<file path="src/rtl/piso_serializer.sv">
// ---------------------------------------------------------------------------
// piso_serializer
//   Parallel-in / serial-out converter. Accepts WIDTH-bit words over a
//   valid/ready handshake and emits them one bit per clock on sout, with
//   gapless back-to-back words at full rate. The serial line is held at 0
//   whenever no word bit is being transmitted.
//
// Parameters
//   WIDTH      word length in bits (legal range 2..32)
//   MSB_FIRST  1: bit WIDTH-1 leaves first; 0: bit 0 leaves first
//
// Ports
//   clk         clock, all state on posedge
//   rst         synchronous active-high reset
//   in_data     parallel word to serialize
//   in_valid    in_data is valid this cycle
//   in_ready    block can accept a word this cycle (from state only)
//   sout        serial data bit (0 when sout_valid is low)
//   sout_valid  sout carries a word bit this cycle
//   word_done   final bit of a word is on sout this cycle
// ---------------------------------------------------------------------------
module piso_serializer #(
    parameter int unsigned WIDTH     = 8,
    parameter bit          MSB_FIRST = 1'b1
) (
    input  logic             clk,
    input  logic             rst,
    input  logic [WIDTH-1:0] in_data,
    input  logic             in_valid,
    output logic             in_ready,
    output logic             sout,
    output logic             sout_valid,
    output logic             word_done
);

    localparam int unsigned      CNT_W    = (WIDTH > 1) ? $clog2(WIDTH) : 1;
    localparam logic [CNT_W-1:0] LAST_CNT = CNT_W'(WIDTH - 1);

    typedef enum logic {
        IDLE  = 1'b0,
        SHIFT = 1'b1
    } state_t;

    state_t           state;
    logic [WIDTH-1:0] shreg;
    logic [CNT_W-1:0] cnt;

    logic             at_last;
    logic             accept;
    logic             head_bit;
    logic [WIDTH-1:0] shreg_shifted;

    // Handshake and last-bit decode; depends on registered state only.
    always_comb begin
        at_last  = (state == SHIFT) && (cnt == LAST_CNT);
        in_ready = (state == IDLE) || at_last;
        accept   = in_valid && in_ready;
    end

    // Bit-order selection: the outgoing bit and the zero-filled shift.
    always_comb begin
        head_bit      = 1'b0;
        shreg_shifted = '0;
        if (MSB_FIRST) begin
            head_bit      = shreg[WIDTH-1];
            shreg_shifted = {shreg[WIDTH-2:0], 1'b0};
        end else begin
            head_bit      = shreg[0];
            shreg_shifted = {1'b0, shreg[WIDTH-1:1]};
        end
    end

    // Serial outputs are pure functions of registered state; sout is gated
    // so the line is a defined 0 outside of a word.
    always_comb begin
        sout_valid = (state == SHIFT);
        sout       = (state == SHIFT) && head_bit;
        word_done  = at_last;
    end

    // State machine, shift register and bit counter.
    always_ff @(posedge clk) begin
        if (rst) begin
            state <= IDLE;
            shreg <= '0;
            cnt   <= '0;
        end else begin
            case (state)
                IDLE: begin
                    if (accept) begin
                        shreg <= in_data;
                        cnt   <= '0;
                        state <= SHIFT;
                    end
                end
                SHIFT: begin
                    if (at_last) begin
                        if (accept) begin
                            // Reload on the last bit keeps the stream gapless.
                            shreg <= in_data;
                            cnt   <= '0;
                        end else begin
                            shreg <= '0;
                            cnt   <= '0;
                            state <= IDLE;
                        end
                    end else begin
                        shreg <= shreg_shifted;
                        cnt   <= cnt + CNT_W'(1);
                    end
                end
            endcase
        end
    end

endmodule

</file>
<file path="config.mk">
export PLATFORM = sky130hd
export DESIGN_NAME = piso_serializer
export DESIGN_NICKNAME = d
export VERILOG_FILES = /design/src/rtl/piso_serializer.sv
export SDC_FILE = /design/constraint.sdc
export NUM_CORES = 1
export LEC_CHECK = 0
export BUFFER_PORTS_ARGS = -buffer_cell sky130_fd_sc_hd__buf_2
export CORE_ASPECT_RATIO = 1.1
export CORE_MARGIN = 3
export CORE_UTILIZATION = 40
export CTS_CLUSTER_SIZE = 24
export DETAILED_ROUTE_END_ITERATION = 8
export PLACE_DENSITY = 0.74
export SLEW_MARGIN = 20
export SYNTH_ARGS = -nofsm -noshare
export SYNTH_HDL_FRONTEND = slang
export SYNTH_SLANG_ARGS = --single-unit
export TNS_END_PERCENT = 100
</file>
<file path="constraint.sdc">
create_clock -name clk -period 3.25 [get_ports clk]
set_input_delay 0.325 -clock clk [delete_from_list [all_inputs] [get_ports clk]]
set_output_delay 0.325 -clock clk [all_outputs]
set_load 0.03 [all_outputs]
</file>
==> results_dict.tcl, run 1 <==
set metrics [dict create \
    power_mw 0.336 \
    path_delay_family "adder cells" \
    setup_viol 0 \
    grt-ovfl-total 0 \
    r2r-start "cnt[0]" \
    worstMarginPinSlew_ns 0.413 \
    ant_nets 0 \
    vias 545 \
    cts_buffers 3 \
    syn_area_sq_um 651 \
    grt_start_max_net_pins 15 \
    viasPerCell 5.34 \
    slowest_stage "dfxtp_1" \
    endpoint_kind "primary output" \
    route.detailed.drc 0 \
    layout_setup_ws_ns 1.38 \
    synth_warnings 0 \
    routedWlPerCell_um 11.6 \
    crit_chain "ha_1, ha_1, nor2b_4, inv_1, buf_2" \
    crit_start "cnt[0]" \
    yosysSeqAreaShare_pct 36.9 \
    core-area_sq_um 1450 \
    layout-drive-gt1-share_pct 27.9 \
    place_hpwl_um 829 \
    crit_arrival_ns 1.55 \
    power_frac_comb_pct 15.8 \
    die-area_sq_um 2150 \
    layout.nets 100 \
    hp-start "rst" \
    grt_pass1_vias 473 \
    htree_levels 1 \
    slowest_delay_ns 0.33 \
    finalNonFillerCells 102 \
    min-delay-path-class "input pin to flop" \
    required_ns 2.92 \
    portBuffers 14 \
    layout_common_cells "14 x nor2_1, 14 x buf_2, 12 x dfxtp_1" \
    start_kind "flop" \
    antenna_cells 0 \
    power.net_switching_mw 0.0874 \
    post_cts_buffers 0 \
    path_common_cell "ha_1" \
    root_buffer "clkbuf_4" \
    dp.cells 98 \
    p_int_mw 0.249 \
    path_class "flop to primary output" \
    syn_to_final_growth_pct 14.2 \
    fin_crit_ns 1.87 \
    power_density_nw_per_um2 452 \
    grt_pass1_wl_mm 2.04 \
    clkLatencyLatePin_ns 0.28 \
    final.setup.tns_ns 0 \
    ys_seq_elements 12 \
    cts_repair_resize_count 0 \
    pre_cts_slack_ns 1.66 \
    cts.clk_slew.worst_paths_ns 0.08 \
    antenna_found_initial 0 \
    crit_buf_inv 2 \
    cts_tree "yes" \
    chipHeight_um 48.3 \
    num_rows 14 \
    synthCells 74 \
    synth_area_per_cell_sq_um 8.79 \
    grt_use_total_pct 12.7 \
    ys_types 17 \
    cts_max_path_buffers 2 \
    seq_power_share_pct 48.9 \
    synth_nets 87 \
    die_w_um 44.5 \
    p_leak_nw 0.370 \
    clkPwrFrac_pct 35.4 \
    hold_viol_final 0 \
    postLayoutCoreUtil_pct 51.1 \
    post-route-period-util_pct 57.5 \
    io_pins 15 \
    wl_mm 1.19 \
    holdBufCountCts 0 \
    place_congestion 0.756 \
    initial_core_util_pct 44.8 \
    dr.pass1.iters 4 \
    cts.sinks 12 \
    cap_violations 0 \
    maxSlewViolCount 0 \
    rsz0062_at_grt "false" \
    p_sw_share_pct 26.0 \
    ir_drop_uv 327 \
    skew_ns 0.0134 \
    dr.first_iter.drc_count 9 \
    cp_max_fo 12 \
    slew_headroom_pct 72.4 \
    outcome "finished, final reports clean" \
    clock.fmax_mhz 535 \
]
[routing by layer]
metal	part of all wire, %	vias to the layer above	GRT usage, %
met5	0	-	0
li1	-	279	-
met2	43	16	17.7
met1	48	248	16.3
met3	8.6	2	7.04
met4	1.0	0	4.52
[worst paths after layout]
kind,endpoint,slack (ns),cells after the start
worst max-delay path,in_ready,1.38,5
worst min-delay path,sout_valid,0.39,2
worst max register to register,shreg[5],1.81,5
worst min register to register,shreg[7],0.50,2
[state kept, by name (all words and copies together), names as in the netlist]
name,count
cnt,3
shreg,8
sout_valid,1
[cell families (layout without fill, tap and decap cells)]
logic type               count (synthesis)  count (layout)  synth area share [%]
flip-flops                              12              12                  36.9
buffers and inverters                   14              26                  9.81
AND/OR/NAND/NOR                         20              20                  14.8
multiplexers                             2               2                  3.08
adder cells (fa/ha/maj)                  2               2                  3.85
AO/OA/AOI/OAI                           24              24                  31.5
[stage by stage]
| step | hold slack [ns] | area (sq um) |
|---|---|---|
| 6_report | 0.389 | 743 |
| 2_1_floorplan | 0.398 | 651 |
| 5_1_grt | 0.394 | 743 |
| 3_3_place_gp | 0.484 | 707 |
| 4_1_cts | 0.383 | 743 |
| 3_5_place_dp | 0.492 | 707 |
[cells in the mapped netlist]
library cell  count  area [sq um]
inv_1             8          30.0
clkbuf_1          1          3.75
dfxtp_1          12           240
a21o_1            7          52.6
mux2i_1           2          20.0
nand3_1           1          5.00
nor2b_4           1          13.8
a22oi_1           9          67.6
or2_1             1          6.26
ha_1              2          25.0
a211oi_1          2          15.0
nor2_1           14          52.6
buf_4             2          15.0
and2_1            3          18.8
a211oi_2          5          62.6
o21a_1            1          7.51
buf_2             3          15.0
[area by class of cell]
cell class                      instances  area (sq um)
Fill cell                             148           711
Timing Repair Buffer                   14          70.1
Sequential cell                        12           240
Clock buffer                            4          36.3
Tap cell                               16          20.0
Multi-Input combinational cell         48           347
Inverter                                8          30.0
[power groups by stage]
stage | logic, mW | registers (mW) | clock network (mW)
floorplan | 0.0414 | 0.166 | 0
global placement | 0.0527 | 0.168 | 0
detailed placement | 0.0532 | 0.168 | 0
CTS | 0.0535 | 0.164 | 0.123
global route | 0.0593 | 0.166 | 0.132
finish | 0.0531 | 0.164 | 0.119
Note: power is estimated with default switching activity, not from simulation.
==> run 2: changes to the inputs <==
--- a/config.mk
+++ b/config.mk
@@ -5,13 +5,14 @@
 export SDC_FILE = /design/constraint.sdc
 export NUM_CORES = 1
 export LEC_CHECK = 0
+export ABC_AREA = 1
 export BUFFER_PORTS_ARGS = -buffer_cell sky130_fd_sc_hd__buf_2
 export CORE_ASPECT_RATIO = 1.1
 export CORE_MARGIN = 3
 export CORE_UTILIZATION = 40
 export CTS_CLUSTER_SIZE = 24
 export DETAILED_ROUTE_END_ITERATION = 8
-export PLACE_DENSITY = 0.74
+export PLACE_DENSITY = 0.75
 export SLEW_MARGIN = 20
 export SYNTH_ARGS = -nofsm -noshare
 export SYNTH_HDL_FRONTEND = slang
==> constraint.sdc (replaced) <==
create_clock -name clk -period 1.9 [get_ports clk]
set_input_delay 0.19 -clock clk [delete_from_list [all_inputs] [get_ports clk]]
set_output_delay 0.19 -clock clk [all_outputs]
set_load 0.03 [all_outputs]
==> run 2 against run 1 <==
Net effect: critical path depth is the same; register-to-register slack lost 1.3 ns; clock power grew 66%; power grew 69%; flip-flop and latch count is the same; die area shrank 5.2%; cell count grew 21%; critical endpoint unchanged; highest routed layer unchanged; combinational power grew 65%; worst setup slack lost 1.2 ns.
==> results_dict.tcl, run 2 <==
set metrics [dict create \
    met3_usage_pct 2.68 \
    ant_nets 0 \
    start_kind "flop" \
    place_hpwl_um 888 \
    ys_seq_elements 12 \
    crit_buf_inv 2 \
    required_ns 1.71 \
    core-area_sq_um 1400 \
    cp_max_fo 8 \
    route.detailed.drc 0 \
    crit_arrival_ns 1.53 \
    syn_to_final_growth_pct 17.4 \
    regMostFlops "shreg" \
    crit_chain "ha_1, ha_1, inv_1, nand2_1, buf_2" \
    path_common_cell "ha_1" \
    synth_xor_area_share_pct 0 \
    grt_start_max_net_pins 15 \
    clkLatencyLatePin_ns 0.26 \
    wl_mm 1.23 \
    die_w_um 43.3 \
    antenna_found_initial 0 \
    hold_depth 2 \
    fin_crit_ns 1.72 \
    grt_busiest_layer "met2" \
    cts.clk_slew.worst_paths_ns 0.08 \
    routedWlPerCell_um 9.99 \
    dr.first_iter.drc_count 16 \
    chipHeight_um 47.0 \
    portBuffers 14 \
    clock.fmax_mhz 581 \
    vias 602 \
    ir_drop_uv 491 \
    syn_area_sq_um 612 \
    yosysSeqAreaShare_pct 39.3 \
    ys_types 12 \
    root_buffer "clkbuf_4" \
    final.setup.tns_ns 0 \
    maxSlewViolCount 0 \
    synth_warnings 0 \
    use_met1_pct 18.9 \
    synth_top_area_share_pct 39.3 \
    worstMarginPinSlew_ns 0.391 \
    num_rows 14 \
    grt_use_total_pct 13.6 \
    synth_area_leaders "dfxtp_1 39%, nand2_1 9.8%, nor2_1 9.8%" \
    initial_core_util_pct 43.7 \
    finalNonFillerCells 123 \
    post-route-period-util_pct 90.5 \
    outcome "finished, final reports clean" \
    hp-start "rst" \
    dp.cells 119 \
    r2r-start "cnt[0]" \
    power_mw 0.568 \
    die-area_sq_um 2040 \
    path_delay_family "adder cells" \
    r2r_slack_ns 0.49 \
    r2r-end "cnt[1]" \
    path_class "flop to primary output" \
    cts.sinks 12 \
    postSynth.asyncResetShare_pct 0 \
    grt_pass1_vias 515 \
    dr.pass1.iters 4 \
    grt-ovfl-total 0 \
    place_congestion 0.770 \
    holdBufCountCts 0 \
    cts_max_path_buffers 2 \
    cap_violations 0 \
    cts_tree "yes" \
    slowest_delay_ns 0.32 \
    synthCells 91 \
    rsz0062_at_grt "false" \
    setup_viol 0 \
    grtUsageMet2_pct 21.5 \
    largest_register_ffs 8 \
    hold_viol_final 0 \
    grt_pass1_wl_mm 2.15 \
    endpoint_kind "primary output" \
    synth_adder_area_share_pct 4.09 \
    layout-drive-gt1-share_pct 19.6 \
    post_cts_buffers 0 \
    synth_top_family_by_area "simple AND/OR/NAND/NOR gates" \
    synth_nets 104 \
    layout_common_cells "16 x nand2_1, 16 x nor2_1, 14 x buf_2" \
    p_leak_nw 0.386 \
    synth_compound_area_share_pct 15.5 \
    min-delay-path-class "input pin to flop" \
    cts_repair_resize_count 0 \
    slowest_stage "dfxtp_1" \
    hold_end "shreg[0]" \
    r2r_cells 7 \
    synth_area_per_cell_sq_um 6.72 \
    synth_commonest_cells "16 x nand2_1, 16 x nor2_1, 13 x inv_1" \
    synth-simple-area-share_pct 28.0 \
    synth_top_area_cell "dfxtp_1" \
    muxShareOfSynthArea_pct 0 \
    layout.nets 121 \
    viasPerCell 4.89 \
    skew_ns 0.00419 \
    power_density_nw_per_um2 791 \
    cts_buffers 3 \
    io_pins 15 \
    slew_headroom_pct 73.9 \
    antenna_cells 0 \
    ys.flop_type "dfxtp_1" \
    htree_levels 1 \
    synth_edf_count 0 \
]
==> run 2: routing by layer <==
metal / wire [um] / up-vias
met2: 531 / 25
met5: 0 / -
met3: 107 / 2
met4: 10 / 0
li1: - / 317
met1: 580 / 258
==> run 2: worst max path at each step <==
stage                           to  cells past startpoint   start
after CTS                 in_ready                      5  cnt[0]
after global routing      in_ready                      5  cnt[0]
after detailed placement  in_ready                      5  cnt[0]
final                     in_ready                      5  cnt[0]
after floorplan             cnt[1]                      7  cnt[0]
after global placement    in_ready                      5  cnt[0]
==> run 2: kinds of logic after synthesis <==
group	Yosys count
fa+ha+maj	2
simple gates	41
flops	12
compound gates	19
buf+inv	17
==> run 2: cell type report <==
type	count	area, sq um
sequential	12	240
clock buffer	4	36.3
timing repair buffer	15	77.6
fill	144	683
multi-input combinational	62	292
tap	16	20.0
inverter	14	52.6
==> run 2: power breakdown <==
part | total (mW) | internal [mW] | switching (mW)
Combinational | 0.0876 | 0.0351 | 0.0525
Sequential | 0.282 | 0.270 | 0.0126
Clock | 0.198 | 0.116 | 0.0818
==> run 2: through the flow <==
stage | instance area, sq um | util [%] | hold slack (ns) | setup slack, ns
6_report | 718 | 51.2 | 0.144 | 0.180
5_1_grt | 718 | 51.2 | 0.147 | 0.0407
4_1_cts | 718 | 51.2 | 0.146 | 0.178
3_5_place_dp | 682 | 48.7 | 0.426 | 0.486
3_3_place_gp | 682 | 48.7 | 0.422 | 0.518
2_1_floorplan | 612 | - | 0.259 | 0.450
==> run 2: worst reg2reg max path, delay by kind of cell, from the launching register on <==
family / cells / cell delay [ns]
fa+ha+maj: 2 / 0.41
flops: 1 / 0.32
compound gates: 1 / 0.11
simple gates: 2 / 0.19
buf+inv: 2 / 0.32
